`src/rtl/token_rings.sv`:
```
// Four-station token-ring arbiter: a one-hot token rotates around the stations,
// and the holder is granted while it requests, for at most HOLD_MAX cycles per visit.
module token_rings #(
    parameter int N        = 4,
    parameter int HOLD_MAX = 4
) (
    input  logic         clk,
    input  logic         rst,
    input  logic         en,
    input  logic [N-1:0] datain,
    output logic [N-1:0] data
);

    localparam logic [3:0] LAST_GRANT = 4'(HOLD_MAX - 1);
    localparam logic [N-1:0] HOME_TOK = N'(1);

    logic [N-1:0] tok_reg;
    logic [N-1:0] tok_next;
    logic [3:0]   cnt_reg;
    logic [3:0]   cnt_next;
    logic [N-1:0] data_reg;
    logic [N-1:0] data_next;

    logic [N-1:0] tok_rot;
    logic [N-1:0] hold_req_vec;
    logic         holder_req;
    logic         tok_ok;

    // Rotate-left with wrap, and per-station "holder is requesting" terms.
    generate
        for (genvar gi = 0; gi < N; gi++) begin : g_station
            assign tok_rot[gi]      = tok_reg[(gi + N - 1) % N];
            assign hold_req_vec[gi] = tok_reg[gi] & datain[gi];
        end
    endgenerate

    assign holder_req = |hold_req_vec;
    assign tok_ok     = (tok_reg != '0) && ((tok_reg & (tok_reg - HOME_TOK)) == '0);

    always_comb begin
        tok_next  = tok_reg;
        cnt_next  = cnt_reg;
        data_next = '0;
        if (en) begin
            if (!tok_ok) begin
                // A corrupted token is recovered by re-homing it at station 0.
                tok_next = HOME_TOK;
                cnt_next = '0;
            end else if (holder_req) begin
                data_next = tok_reg;
                if (cnt_reg >= LAST_GRANT) begin
                    tok_next = tok_rot;
                    cnt_next = '0;
                end else begin
                    cnt_next = cnt_reg + 4'd1;
                end
            end else begin
                tok_next = tok_rot;
                cnt_next = '0;
            end
        end
    end

    always_ff @(posedge clk) begin
        if (rst) begin
            tok_reg  <= HOME_TOK;
            cnt_reg  <= '0;
            data_reg <= '0;
        end else begin
            tok_reg  <= tok_next;
            cnt_reg  <= cnt_next;
            data_reg <= data_next;
        end
    end

    assign data = data_reg;

endmodule

```
`config.mk`:
```
export PLATFORM = sky130hd
export DESIGN_NAME = token_rings
export DESIGN_NICKNAME = d
export VERILOG_FILES = /design/src/rtl/token_rings.sv
export SDC_FILE = /design/constraint.sdc
export NUM_CORES = 1
export LEC_CHECK = 0
export ABC_AREA = 1
export CAP_MARGIN = 40
export CORE_AREA = 2 2 39 41
export DETAILED_ROUTE_END_ITERATION = 6
export DIE_AREA = 0 0 41 43
export PLACE_DENSITY = 0.79
export SYNTH_ARGS = -nofsm -noshare
export SYNTH_HDL_FRONTEND = slang
export SYNTH_SLANG_ARGS = --single-unit
```
`constraint.sdc`:
```
create_clock -name clk -period 1.6 [get_ports clk]
set_input_delay 0.32 -clock clk [delete_from_list [all_inputs] [get_ports clk]]
set_output_delay 0.32 -clock clk [all_outputs]
set_load 0.01 [all_outputs]
```
==> impl_results.md <==
- Yosys cell types: 17
- RR Endpoint: cnt_reg[0]
- Reg2reg start: tok_reg[1]
- Final critical-path required period: 1430 ps
- CTS tree: yes
- Clock sinks: 12
- First-pass DRT Iterations: 4
- Syn-to-layout area delta: 27.8%
- Setup-failing EPs final: 0
- Hold Fails Final Rpt: 0
- Routed WL: 988 um
- Crit end category: output pin
- PwrDens: 1670 mW/mm2
- Row cnt: 14
- Clock Path Buffers: 2
- Avg Synthesized Cell Area: 8.29 um2
- LEAKAGE: 0.322 nW
- Critical path peak fanout: 1
- # resized after CTS: 0
- Max Cap Viol: 0
- Total number of vias: 478
- Syn. warnings: 0
- HPWL after DPL: 734 um
- Rel. slew slack: 79.4%
- H-tree Lvls: 1
- Hold path start: cnt_reg[3]
- Design Power: 0.00122 W
- R2R setup slack: 380 ps
- IO Port Bufs: 10
- Filler Cells Inserted: 121
- Sequential share of the synthesized area: 42.0%
- Residual DRC: 0
- GR Util All Layers: 13.4%
- Hold Path Stages: 2
- Clk Latency, worst-skew pair: 280 ps
- Initial DRC Count: 13
- CP Data Arrival Time: 1110 ps
- Wirelength per Cell: 9.98 um
- Top delay family on crit path: buffers and inverters
- Die area: 0.00176 mm2
- Crit path kind: flip-flop to output pin
- I/O Pins: 11
- Critical path's slowest cell: clkdlybuf4s50_1
- Vias in the first global route: 388
- Synth area leaders: dfxtp_1, nand3_1, nand2_1, nand2_2, nor2_1
- Placed cell count: 95
- Maximum vdd drop: 0.735 mV
- Synth top area share: 42.0%
- Hold worst-path end: cnt_reg[3]
- CTS Buf Count: 3
- Via density: 4.83
- Clk root buf: clkbuf_4
- Largest net degree at the start of global routing: 14
- Cell area after synthesis: 572 um2
- Post-Syn Nets: 77
- Final slew viol count: 0
- Initial Util: 41.3%
- Share of layout cells above drive strength 1: 24.1%
- Setup TNS: 0 ps
- First-pass GRT wire length: 1560 um
- Die Span X: 41 um
- Final net count: 92
- Core ar.: 0.00138 mm2
- Reg2Reg Depth: 8
- Die height: 43 um
- Worst slew pin tran: 308 ps
- Initial antenna violation count: 0
- Setup Buffers After CTS: 0
- Gr ovfl total: 0
- WP buf/inv: 1
- Post-route ant nets: 0
- Max frequency: 698 MHz
- Final Non-Filler Cells: 99
- Period Utilization, post-route: 89.5%
- Area leader, netlist: dfxtp_1
- Outcome: completed
- RSZ-0062 raised after global routing: false
- Hold Slack: 480 ps
- Cells after synthesis: 69
- Worst path cell trace: clkdlybuf4s50_1
- Worst Skew: 6.64 ps
- Worst-path clk slew: 70 ps
- Max incr delay on CP: 530 ps
- Antenna cells: 0
- WP data required: 1280 ps
- Gp weighted congestion: 0.724
- Synth Register Bits: 12
- Critical Path Source Type: flip-flop
- Post-CTS Hold Buffers: 0
- Worst hold path class: flip-flop to flip-flop
stage by stage:
step	setup WS, ps	utilization, %	area [um2]
after global placement	172	50.2	694
after detailed placement	151	50.2	694
after CTS	149	52.8	731
after floorplan	476	-	572
after global routing	114	52.8	731
final	168	52.8	731
cell usage after synthesis:
cell type  number
nand3_1        10
dfxtp_1        12
a21oi_1         3
inv_1           2
mux2i_1         1
inv_2           3
nand3b_4        1
nand4_2         1
nand2_1        12
ha_1            1
nand2_4         1
nand4_4         1
xnor2_1         1
nand2_2         7
nor3_4          1
buf_2           1
nor2_1         11
worst max path at each step:
stage | startpoint | end | cells past startpoint
floorplan | cnt_reg[0] | tok_reg[1] | 5
finish | data[0] | data[0] | 1
global route | data[2] | data[2] | 1
global placement | datain[2] | tok_reg[2] | 6
detailed placement | datain[2] | tok_reg[3] | 6
CTS | data[0] | data[0] | 1
report_power, final:
part,internal (W),switching (W)
logic,0.000236,0.000318
registers,0.000358,0.0000652
clock network,0.000138,0.000105
total,0.000732,0.000488
cells by family after synthesis:
group	share of synthesized area (%)
xor gates and xnor gates	1.53
AOI/OAI and AO/OA	2.63
DFF	42.0
muxes	1.75
and+or+nand+nor	45.7
adders and majority gates	2.19
buffers and inverters	4.16
area by class of cell:
class | instances | area [um2] | share of cell area, %
clock buffer | 4 | 36.3 | 4.97
inverter | 5 | 18.8 | 2.57
multi-input combinational | 51 | 308 | 42.1
sequential | 12 | 240 | 32.9
tap | 16 | 20.0 | 2.74
timing repair buffer | 11 | 108 | 14.7
cell usage in the layout, fill, tap and decap left out:
master / count
a21oi_1: 3
buf_4: 1
clkbuf_4: 3
clkbuf_8: 1
clkdlybuf4s50_1: 10
dfxtp_1: 12
ha_1: 1
inv_1: 2
inv_2: 3
mux2i_1: 1
nand2_1: 12
nand2_2: 7
nand2_4: 1
nand3_1: 10
nand3b_4: 1
nand4_2: 1
nand4_4: 1
nor2_1: 11
nor3_4: 1
xnor2_1: 1
tightest hold or removal path, cell delays in order, from the launching register on:
cell and delay, ps:
dfxtp_1 340, nand2_1 70, nor2_1 40
layer usage:
| metal | vias up | global-route usage (%) | share of wire (%) | wire length, um |
|---|---|---|---|---|
| met4 | 0 | 10.0 | 3.3 | 33 |
| met2 | 16 | 18.1 | 43 | 427 |
| met5 | - | 0 | 0 | 0 |
| met3 | 5 | 4.71 | 7.3 | 72 |
| li1 | 251 | - | - | - |
| met1 | 206 | 16.7 | 46 | 455 |
Power figures use the tool's default switching activity.
